**config.mk**
```make
export PLATFORM = sky130hd
export DESIGN_NAME = fib_request_arbiter
export DESIGN_NICKNAME = d
export VERILOG_FILES = /design/src/rtl/fib_request_arbiter.sv
export SDC_FILE = /design/constraint.sdc
export NUM_CORES = 1
export LEC_CHECK = 0
export ABC_AREA = 0
export BUFFER_PORTS_ARGS = -buffer_cell sky130_fd_sc_hd__buf_2
export CELL_PAD_IN_SITES_DETAIL_PLACEMENT = 1
export CELL_PAD_IN_SITES_GLOBAL_PLACEMENT = 1
export CORE_MARGIN = 5
export CORE_UTILIZATION = 40
export CTS_CLUSTER_SIZE = 16
export DETAILED_ROUTE_END_ITERATION = 10
export MAX_ROUTING_LAYER = met4
export PLACE_DENSITY = 0.75
export SLEW_MARGIN = 40
export SYNTH_ARGS = -nofsm -noshare
export SYNTH_HDL_FRONTEND = slang
export SYNTH_SLANG_ARGS = --single-unit
```
**constraint.sdc**
```tcl
create_clock -name clk -period 5.9 [get_ports clk]
set_input_delay 0.59 -clock clk [delete_from_list [all_inputs] [get_ports clk]]
set_output_delay 0.59 -clock clk [all_outputs]
set_load 0.02 [all_outputs]
```
**src/rtl/fib_request_arbiter.sv**
```systemverilog
// Round-robin arbiter feeding one shared iterative Fibonacci adder.
// One request is served at a time; the result is returned over a valid/ready channel.
module fib_request_arbiter #(
    parameter int NUM_REQ = 4,
    parameter int WIDTH   = 8,
    parameter int IDX_W   = 5,
    localparam int ID_W   = $clog2(NUM_REQ)
) (
    input  logic                     clk,
    input  logic                     reset,
    input  logic [NUM_REQ-1:0]       req_valid,
    input  logic [NUM_REQ*IDX_W-1:0] req_index,
    output logic [NUM_REQ-1:0]       req_ready,
    output logic                     rsp_valid,
    input  logic                     rsp_ready,
    output logic [ID_W-1:0]          rsp_id,
    output logic [WIDTH-1:0]         rsp_value,
    output logic                     rsp_overflow,
    output logic                     busy,
    output logic [1:0]               dbg_state
);

    typedef enum logic [1:0] {
        S_IDLE = 2'd0,
        S_RUN  = 2'd1,
        S_RESP = 2'd2
    } state_t;

    state_t            r_state;
    logic [ID_W-1:0]   r_rr_ptr;
    logic [ID_W-1:0]   r_id;
    logic [IDX_W-1:0]  r_cnt;
    logic [WIDTH-1:0]  r_a;
    logic [WIDTH-1:0]  r_b;
    logic              r_a_ovf;
    logic              r_b_ovf;
    logic              r_rsp_valid;
    logic [ID_W-1:0]   r_rsp_id;
    logic [WIDTH-1:0]  r_rsp_value;
    logic              r_rsp_overflow;
    logic              r_busy;

    logic [NUM_REQ-1:0] w_grant;
    logic [ID_W-1:0]    w_grant_id;
    logic [ID_W-1:0]    w_idx;
    logic               w_grant_any;
    logic               w_accept;
    logic [IDX_W-1:0]   w_sel_index;
    logic [WIDTH:0]     w_sum;

    // Search starts just after the last winner, so a requester that keeps
    // req_valid high after its grant drops to the lowest priority.
    always_comb begin
        w_grant     = '0;
        w_grant_id  = '0;
        w_grant_any = 1'b0;
        w_idx       = '0;
        for (int k = 1; k <= NUM_REQ; k++) begin
            w_idx = ID_W'((int'(r_rr_ptr) + k) % NUM_REQ);
            if (!w_grant_any && req_valid[w_idx]) begin
                w_grant_any = 1'b1;
                w_grant_id  = w_idx;
            end
        end
        if (r_state == S_IDLE && w_grant_any) begin
            w_grant[w_grant_id] = 1'b1;
        end
    end

    // Handshakes: a transfer happens on a rising edge where valid and ready
    // are both high; the request side is accepted only through req_ready,
    // and the response fields are frozen while rsp_valid waits for rsp_ready.
    assign w_accept    = (r_state == S_IDLE) && w_grant_any;
    assign w_sel_index = req_index[w_grant_id*IDX_W +: IDX_W];
    assign w_sum       = {1'b0, r_a} + {1'b0, r_b};

    always_ff @(posedge clk) begin
        if (reset) begin
            r_state        <= S_IDLE;
            r_rr_ptr       <= ID_W'(NUM_REQ - 1);
            r_id           <= '0;
            r_cnt          <= '0;
            r_a            <= '0;
            r_b            <= '0;
            r_a_ovf        <= 1'b0;
            r_b_ovf        <= 1'b0;
            r_rsp_valid    <= 1'b0;
            r_rsp_id       <= '0;
            r_rsp_value    <= '0;
            r_rsp_overflow <= 1'b0;
            r_busy         <= 1'b0;
        end else begin
            case (r_state)
                S_IDLE: begin
                    if (w_accept) begin
                        r_rr_ptr <= w_grant_id;
                        r_id     <= w_grant_id;
                        r_cnt    <= w_sel_index;
                        r_a      <= '0;
                        r_b      <= WIDTH'(1);
                        r_a_ovf  <= 1'b0;
                        r_b_ovf  <= 1'b0;
                        r_busy   <= 1'b1;
                        r_state  <= S_RUN;
                    end
                end
                S_RUN: begin
                    if (r_cnt == '0) begin
                        r_rsp_value    <= r_a_ovf ? '0 : r_a;
                        r_rsp_overflow <= r_a_ovf;
                        r_rsp_id       <= r_id;
                        r_rsp_valid    <= 1'b1;
                        r_state        <= S_RESP;
                    end else begin
                        // Overflow flags are sticky and follow their value down the shift.
                        r_a     <= r_b;
                        r_a_ovf <= r_b_ovf;
                        r_b     <= w_sum[WIDTH-1:0];
                        r_b_ovf <= r_a_ovf | r_b_ovf | w_sum[WIDTH];
                        r_cnt   <= r_cnt - 1'b1;
                    end
                end
                S_RESP: begin
                    if (rsp_ready) begin
                        r_rsp_valid <= 1'b0;
                        r_busy      <= 1'b0;
                        r_state     <= S_IDLE;
                    end
                end
                default: begin
                    r_state <= S_IDLE;
                end
            endcase
        end
    end

    assign req_ready    = w_grant;
    assign rsp_valid    = r_rsp_valid;
    assign rsp_id       = r_rsp_id;
    assign rsp_value    = r_rsp_value;
    assign rsp_overflow = r_rsp_overflow;
    assign busy         = r_busy;
    assign dbg_state    = r_state;

endmodule

```
==> flow_metrics.tcl, run 1 <==
set metrics [dict create \
    stdcell_area_um2 2690 \
    dieArea_um2 7600 \
    busiest_layer "met2" \
    dpl_cell_area_um2 2600 \
    cellLeakagePower_nw 1.11 \
    cts_buffer_depth 2 \
    clock-sinks 42 \
    grt_use_met3_pct 3.12 \
    switching_share_pct 43.7 \
    die_h_um 87.2 \
    ys_warn_count 0 \
    setup_slack_ns 3.13 \
    regArea_um2 841 \
    cp_slowest_cell "o21ai_1" \
    maxSlewViolCount 0 \
    pre_cts_slack_ns 3.16 \
    ioPinCount 46 \
    antenna_found_initial 0 \
    synth.area.top_cells "dfxtp_1, a21oi_1, ha_1, nor2_1, nand2_1" \
    synth_nets 326 \
    drtPass1Iterations 4 \
    r2r_slack_ns 3.61 \
    r2r_start "r_a[0]$_SDFFE_PP0P_" \
    cts_tree "built" \
    avgSynthCellArea_um2 8.25 \
    drive_gt1_share_pct 19.7 \
    gr-usage-met1_pct 22.8 \
    antenna_cells 0 \
    critPathLaunchType "input port" \
    p_comb_share_pct 45.2 \
    cts_hold_buf 0 \
    synth_top_flop_cell "dfxtp_1" \
    die_w_um 87.2 \
    power.switching_mw 0.432 \
    period_share_pct 47.0 \
    whs_ns 0.454 \
    irDropWorstVdd_uv 165 \
    fin_util_pct 46.0 \
    clockPowerShare_pct 17.8 \
    ant_nets 0 \
    maxSlewHeadroom_pct 47.4 \
    p_total_mw 0.987 \
    nFillCells 738 \
    required_ns 5.31 \
    status "complete, no violations" \
    clk_latency_ns 0.29 \
    core_um2 5850 \
    drc 0 \
    synth-edff-count 0 \
    reg2reg_to "r_b_ovf$_SDFFE_PP0P_" \
    p_int_mw 0.555 \
    overflow 0 \
    setup_viol 0 \
    fin_nets 357 \
    post-route-min-period_ns 2.77 \
    cts-root-buf "clkbuf_8" \
    initial_core_util_pct 40.7 \
    dp_hpwl_mm 4.71 \
    drt_iter0_markers 109 \
    crit_fanout 11 \
    synthDistinctLibCells 53 \
    powerDensity_nw_per_um2 367 \
    synth.ff_latch_count 42 \
    cts_resized 0 \
    fmaxAchievable_mhz 360 \
    hold_class "reg -> reg" \
    cts_setup_buffers 0 \
    cpMostUsedCell "buf_2" \
    viasPerCell 5.59 \
    arrival_ns 2.18 \
    synth.yosys.seq_area_share_pct 35.3 \
    maxCapViolations 0 \
    syn2layout_area_growth_pct 12.8 \
    first_global_vias 2221 \
    worst_slew_pin_slew_ns 0.786 \
    instances_no_fill 395 \
    synthCells 289 \
    endpoint "req_ready[0]" \
    crit_chain "buf_2 -> nor2b_1 -> o21ai_1 -> nand3_1 -> nor3_1 -> buf_2" \
    vias 2210 \
    synth_top_cell_by_area "dfxtp_1" \
    reg2reg_depth 7 \
    wl_per_cell_um 15.9 \
    pwr-share-seq_pct 37.0 \
    skew_ns 0.00461 \
    endpoint_kind "output port" \
    row_count 28 \
    h-tree-depth 2 \
    crit_type "in -> out" \
    critPathLaunch "req_valid[3]" \
    track_usage_pct 17.4 \
    grt_pass1_wl_mm 10.4 \
    finalHoldViolCount 0 \
    netlist_area_um2 2380 \
    gp_routability_congestion 0.778 \
    grt_max_degree 48 \
    rsz0062_at_grt "no" \
    max_stage_delay_ns 0.60 \
    setup_tns_ns 0 \
    use_met2_pct 27.7 \
    routed_wirelength_mm 6.27 \
    multi_input_area_um2 1440 \
    synthArstFlopShare_pct 0 \
    io_buffer_count 45 \
    cts.clk_slew.worst_paths_ns 0.08 \
    placed_cells 388 \
    synth_top_area_share_pct 35.3 \
    cts_buffers 5 \
]
[cell type report]
type	count	area share [%]
timing repair buffer	45	8.47
clock buffer	5	2.56
inverter	2	0.279
sequential	42	31.3
multi-input combinational	224	53.6
tap	75	3.49
clock inverter	2	0.372
[placed cells by master (no fill, tap or decap), types with 4 or more instances in the layout]
cell type / n
o21ai_0: 7
nand2b_1: 4
nand4_1: 6
a21o_1: 6
nor2_1: 28
nor3_1: 8
buf_2: 44
a31oi_1: 4
nand3_1: 6
o21bai_1: 6
dfxtp_1: 42
clkbuf_8: 5
ha_1: 9
a211o_1: 5
a21oi_1: 28
o21ai_1: 7
o31ai_1: 7
a211oi_1: 4
nand2_1: 27
a22oi_1: 7
nand3b_1: 13
o31a_1: 4
and4_1: 4
[metal layers]
| layer | wire length (µm) | vias up | part of all wire [%] |
|---|---|---|---|
| met5 | 0 | - | 0 |
| met4 | 55 | 0 | 0.88 |
| met3 | 228 | 6 | 3.6 |
| met2 | 2910 | 24 | 46 |
| met1 | 3070 | 1050 | 49 |
| li1 | - | 1130 | - |
[cell families (layout without fill, tap and decap cells)]
group | after synthesis | count (layout) | synth area share, %
fa+ha+maj | 10 | 10 | 5.56
simple gates | 116 | 116 | 26.3
xor+xnor | 2 | 2 | 0.735
compound gates | 96 | 96 | 27.5
buf+inv | 23 | 54 | 4.67
flops | 42 | 42 | 35.3
[synth_stat cells (all sizes together), types with 2 or more instances]
master / n
o21bai: 6
or3: 2
a31oi: 5
or3b: 2
nand3b: 13
a211o: 5
a22oi: 7
nand4: 6
ha: 9
a21o: 6
o21ai: 14
a211oi: 5
o31ai: 7
or4: 2
nor2: 29
nand2: 27
nand3: 6
nor3: 10
or2: 2
clkbuf: 13
o31a: 4
dfxtp: 42
nor2b: 2
buf: 8
nand4b: 2
nor4: 3
a21oi: 30
inv: 2
nand2b: 4
and4: 4
[power groups by stage]
stage / combinational (mW) / sequential, mW / clock (mW)
after global routing: 0.500 / 0.371 / 0.193
after detailed placement: 0.453 / 0.370 / 0
after CTS: 0.455 / 0.364 / 0.185
after global placement: 0.440 / 0.368 / 0
after floorplan: 0.360 / 0.369 / 0
final: 0.446 / 0.365 / 0.176
[how the worst min path moves through the flow]
stage                     cells after the start                   endpoint                      start  slack, ns
after detailed placement                      2  rsp_value[4]$_SDFFE_PP0P_  rsp_value[4]$_SDFFE_PP0P_       0.44
after global placement                        2  rsp_value[4]$_SDFFE_PP0P_  rsp_value[4]$_SDFFE_PP0P_       0.44
after global routing                          2     rsp_id[1]$_SDFFE_PP0P_       r_id[1]$_SDFFE_PP0P_       0.48
final                                         2  rsp_value[4]$_SDFFE_PP0P_  rsp_value[4]$_SDFFE_PP0P_       0.45
after floorplan                               2     rsp_id[1]$_SDFFE_PP0P_       r_id[1]$_SDFFE_PP0P_       0.43
after CTS                                     2  rsp_value[4]$_SDFFE_PP0P_  rsp_value[4]$_SDFFE_PP0P_       0.45
[registers in the layout, indices dropped and copies added, names as in the netlist, 2 cells and up]
name and count:
dbg_state 2, r_id 2, r_a 8, r_cnt 5, rsp_value 8, rsp_id 2, r_b 8, r_rr_ptr 2
[critical path: cells and delay by family]
| kind | cells | cell delay (ns) |
|---|---|---|
| simple gates | 3 | 0.67 |
| compound gates | 1 | 0.60 |
| buf+inv | 2 | 0.32 |
Power figures use the tool's default switching activity.
==> inputs of run 2 (changes only) <==
Clock period 5.9 ns to 2.7 ns, I/O delays scaled along.
==> flow_metrics.tcl, run 2 (synthesis results as in run 1) <==
set metrics [dict create \
    overflow 0 \
    worst_slew_pin_slew_ns 0.796 \
    pwr-share-seq_pct 32.4 \
    endpoint_kind "flip-flop" \
    setup_slack_ns 0.503 \
    viasPerCell 5.59 \
    cp_slowest_cell "fa_1" \
    wl_met1_mm 3.26 \
    crit_type "reg -> reg" \
    drive_gt1_share_pct 21.3 \
    mostFrequentLayoutCells "buf_2, dfxtp_1, a21oi_1" \
    cpLargestDelayFamily "compound AO/OA/AOI/OAI gates" \
    finalHoldViolCount 0 \
    clk_latency_ns 0.31 \
    wl_met3_um 248 \
    cts_buffer_depth 2 \
    powerDensity_nw_per_um2 879 \
    cts_hold_buf 0 \
    dpl_cell_area_um2 2660 \
    die_h_um 87.2 \
    grt_pass1_wl_mm 10.8 \
    cts-root-buf "clkbuf_8" \
    first_global_vias 2252 \
    drtPass1Iterations 4 \
    io_buffer_count 45 \
    routed_wirelength_mm 6.51 \
    initial_core_util_pct 40.7 \
    clock-sinks 42 \
    die_w_um 87.2 \
    maxSlewHeadroom_pct 46.9 \
    antenna_cells 0 \
    cts_tree "built" \
    wl_per_cell_um 16.1 \
    critPathLaunchType "flip-flop" \
    cts_resized 0 \
    p_comb_share_pct 42.8 \
    maxSlewViolCount 0 \
    routed-wl-met2_mm 2.96 \
    max_stage_delay_ns 0.43 \
    hold_class "in -> reg" \
    row_count 28 \
    switching_share_pct 40.3 \
    grt_max_degree 48 \
    setup_tns_ns 0 \
    stdcell_area_um2 2800 \
    h-tree-depth 2 \
    dp_hpwl_mm 4.76 \
    clockPowerShare_pct 24.8 \
    power.switching_mw 0.992 \
    irDropWorstVdd_uv 439 \
    drc 0 \
    syn2layout_area_growth_pct 17.3 \
    setup_viol 0 \
    drt_iter0_markers 73 \
    final_common_cell "buf_2" \
    crit_fanout 3 \
    pre_cts_slack_ns 0.585 \
    core_um2 5850 \
    cts.clk_slew.worst_paths_ns 0.09 \
    instances_no_fill 404 \
    antenna_found_initial 0 \
    fmaxAchievable_mhz 455 \
    top_layer_used "met4" \
    reg2reg_depth 7 \
    cellLeakagePower_nw 1.17 \
    p_int_mw 1.47 \
    placed_cells 396 \
    maxCapViolations 0 \
    ioPinCount 46 \
    period_share_pct 81.4 \
    skew_ns 0.0106 \
    hold_depth 3 \
    arrival_ns 2.35 \
    rsz0062_at_grt "no" \
    vias 2259 \
    gp_routability_congestion 0.784 \
    required_ns 2.85 \
    status "complete, no violations" \
    fin_nets 365 \
    path_depth 7 \
    cts_setup_buffers 0 \
    dieArea_um2 7600 \
    crit_chain "ha_1 -> fa_1 -> a211oi_1 -> nor2_1 -> o211a_1 -> o41ai_1 -> a21oi_1" \
    post-route-min-period_ns 2.20 \
    ant_nets 0 \
    cp_num_buf_inv 0 \
    cts_buffers 5 \
    track_usage_pct 18.1 \
]
-- run 2: routing by layer --
metal	vias to the layer above	global-route usage, %
li1	1140	-
met1	1081	24.9
met2	33	28.0
met3	5	3.12
met4	0	3.77
met5	-	-
-- run 2: layout make-up --
cell class | instances | area, µm²
Clock buffer | 5 | 68.8
Clock inverter | 3 | 68.8
Fill cell | 729 | 3050
Inverter | 2 | 7.51
Multi-Input combinational cell | 224 | 1430
Sequential cell | 42 | 841
Tap cell | 75 | 93.8
Timing Repair Buffer | 53 | 285
-- run 2: worst paths after layout --
check / end / from / slack, ns
worst max register to register: r_b_ovf$_SDFFE_PP0P_ / r_a[0]$_SDFFE_PP0P_ / 0.50
worst max-delay path: r_b_ovf$_SDFFE_PP0P_ / r_a[0]$_SDFFE_PP0P_ / 0.50
worst min-delay path: dbg_state[1]$_SDFFE_PP0P_ / rsp_ready / 0.25
worst min register to register: rsp_id[1]$_SDFFE_PP0P_ / rsp_id[1]$_SDFFE_PP0P_ / 0.45
-- run 2: tightest hold or removal path, cell delays in order --
cell,delay [ns]
buf_2,0.08
or3b_2,0.10
a21oi_1,0.05
-- run 2: power groups by stage --
stage / registers [mW] / logic [mW] / clock network, mW
6_report: 0.797 / 1.05 / 0.609
2_1_floorplan: 0.807 / 0.786 / 0
4_1_cts: 0.797 / 1.06 / 0.621
5_1_grt: 0.812 / 1.17 / 0.644
3_5_place_dp: 0.812 / 1.05 / 0
3_3_place_gp: 0.801 / 1.04 / 0
-- run 2: stage by stage --
stage                     util (%)  hold slack (ns)  total power [mW]
after floorplan                  -            0.432              1.59
after global placement        45.4            0.436              1.84
after detailed placement      45.4            0.445              1.86
after CTS                     47.8            0.243              2.48
after global routing          47.8            0.280              2.63
final                         47.8            0.249              2.46
==> inputs of run 3 (changes only) <==
Settings changed: CORE_UTILIZATION 40 to 37, PLACE_DENSITY 0.75 to 0.73.
Clock period 2.7 ns to 1.81 ns, I/O delays scaled along.
==> flow_metrics.tcl, run 3 (synthesis results as in run 1) <==
set metrics [dict create \
    h-tree-depth 2 \
    arrival_ns 2.01 \
    core_um2 6310 \
    fin_util_pct 51.2 \
    maxSlewHeadroom_pct 63.9 \
    grt_pass1_wl_mm 12.1 \
    pwr-share-seq_pct 27.9 \
    clockPowerShare_pct 15.1 \
    routed_wirelength_mm 7.49 \
    vias 2411 \
    cellLeakagePower_nw 1.35 \
    crit_chain "ha_4 -> fa_2 -> a211oi_2 -> nor2_1 -> o211a_1 -> o41ai_2 -> a21oi_1" \
    first_global_vias 2451 \
    initial_core_util_pct 37.8 \
    drive_gt1_share_pct 38.8 \
    max_stage_delay_ns 0.36 \
    critPathLaunchType "flip-flop" \
    row_count 29 \
    die_w_um 90.3 \
    maxSlewViolCount 0 \
    mostFrequentLayoutCells "buf_2, dfxtp_1, a21oi_1" \
    die_h_um 90.3 \
    fin_nets 389 \
    drt_iter0_markers 108 \
    drtPass1Iterations 4 \
    ant_nets 0 \
    gp_routability_congestion 0.818 \
    setup_viol 3 \
    post-route-min-period_ns 1.83 \
    period_share_pct 101 \
    io_buffer_count 45 \
    cts_hold_buf 0 \
    placed_cells 410 \
    cp_slowest_cell "fa_2" \
    dieArea_um2 8150 \
    worst_slew_pin_slew_ns 0.542 \
    clock-sinks 42 \
    power.switching_mw 1.83 \
    p_int_mw 2.51 \
    irDropWorstVdd_uv 666 \
    cts_tree "built" \
    antenna_cells 0 \
    grt_max_degree 48 \
    required_ns 2.00 \
    cts_buffer_depth 2 \
    cp_num_buf_inv 0 \
    crit_fanout 2 \
    final_common_cell "buf_2" \
    cpLargestDelayFamily "compound AO/OA/AOI/OAI gates" \
    skew_ns 0.0108 \
    status "finished, violations left" \
    violations "setup timing" \
    fmaxAchievable_mhz 547 \
    instances_no_fill 430 \
    endpoint_kind "flip-flop" \
    setup_slack_ns -0.0183 \
    track_usage_pct 17.9 \
    viasPerCell 5.61 \
    antenna_found_initial 0 \
    drc 0 \
    syn2layout_area_growth_pct 35.5 \
    crit_type "reg -> reg" \
    dp_hpwl_mm 5.02 \
    cts-root-buf "clkbuf_8" \
    maxCapViolations 0 \
    hold_class "in -> reg" \
    ioPinCount 46 \
    cts.clk_slew.worst_paths_ns 0.10 \
    switching_share_pct 42.2 \
    wl_per_cell_um 17.4 \
    clk_latency_ns 0.31 \
    powerDensity_nw_per_um2 1340 \
    p_comb_share_pct 57.0 \
    setup_tns_ns -0.0265 \
    rsz0062_at_grt "yes" \
    finalHoldViolCount 0 \
    overflow 0 \
    cts_buffers 5 \
]
[run 3: cell count changes in the layout (fill, tap and decap cells not counted), moves of 4 or more]
| cell | delta |
|---|---|
| nor3_2 | +4 |
| nor2_1 | -4 |
| buf_4 | +18 |
| dfxtp_1 | -8 |
| a22oi_1 | -6 |
| dfxtp_2 | +8 |
| nor3_1 | -6 |
| a22oi_2 | +6 |
[run 3: power groups by stage]
stage	clock network, mW	logic, mW	registers (mW)
floorplan	0	1.18	1.20
CTS	0.670	2.09	1.20
detailed placement	0	1.77	1.21
finish	0.655	2.48	1.21
global route	0.706	2.67	1.22
global placement	0	1.74	1.19
[run 3: timing repair]
item                       in CTS  in global routing
gates cloned                    1                  1
setup endpoints to repair       8                 38
hold endpoints to repair        0                  0
gates resized for setup        26                 33
pin swaps                       4                 11
buffers inserted                6                  4
[run 3: final timing paths]
path / from / to / cells past startpoint / slack [ns]
setup / recovery: r_b[0]$_SDFFE_PP0P_ / r_b_ovf$_SDFFE_PP0P_ / 7 / -0.02
hold / removal: rsp_ready / dbg_state[1]$_SDFFE_PP0P_ / 3 / 0.16
setup reg to reg: r_b[0]$_SDFFE_PP0P_ / r_b_ovf$_SDFFE_PP0P_ / 7 / -0.02
hold reg to reg: busy$_SDFFE_PP0P_ / busy$_SDFFE_PP0P_ / 2 / 0.46
[run 3: layer usage]
layer	GRT usage [%]	vias to the layer above	share of wire, %
met5	-	-	0
met4	2.98	0	1.4
met3	3.67	11	2.9
met2	28.7	40	49
met1	23.6	1164	47
li1	-	1196	-
[run 3: layout make-up]
class                      instances  area, µm²
clock inverter                     3       23.8
clock buffer                       5       68.8
timing repair buffer              77        562
fill                             770       3080
sequential                        42        851
inverter                           2       7.51
multi-input combinational        224       1620
tap                               77       96.3
[run 3: worst register-to-register path, delay by kind of cell, from the launching register on]
| kind | cells | cell delay [ns] |
|---|---|---|
| flops | 1 | 0.35 |
| compound gates | 4 | 0.74 |
| fa+ha+maj | 2 | 0.53 |
| simple gates | 1 | 0.09 |
[run 3: per-stage QoR]
stage	area [µm²]	setup WS [ns]	power (mW)	hold WS (ns)
6_report	3230	-0.0183	4.34	0.156
5_1_grt	3230	-0.121	4.60	0.165
4_1_cts	3040	-0.0472	3.96	0.153
3_5_place_dp	2790	-0.0977	2.98	0.445
3_3_place_gp	2790	-0.0179	2.93	0.437
2_1_floorplan	2400	0.00531	2.38	0.367
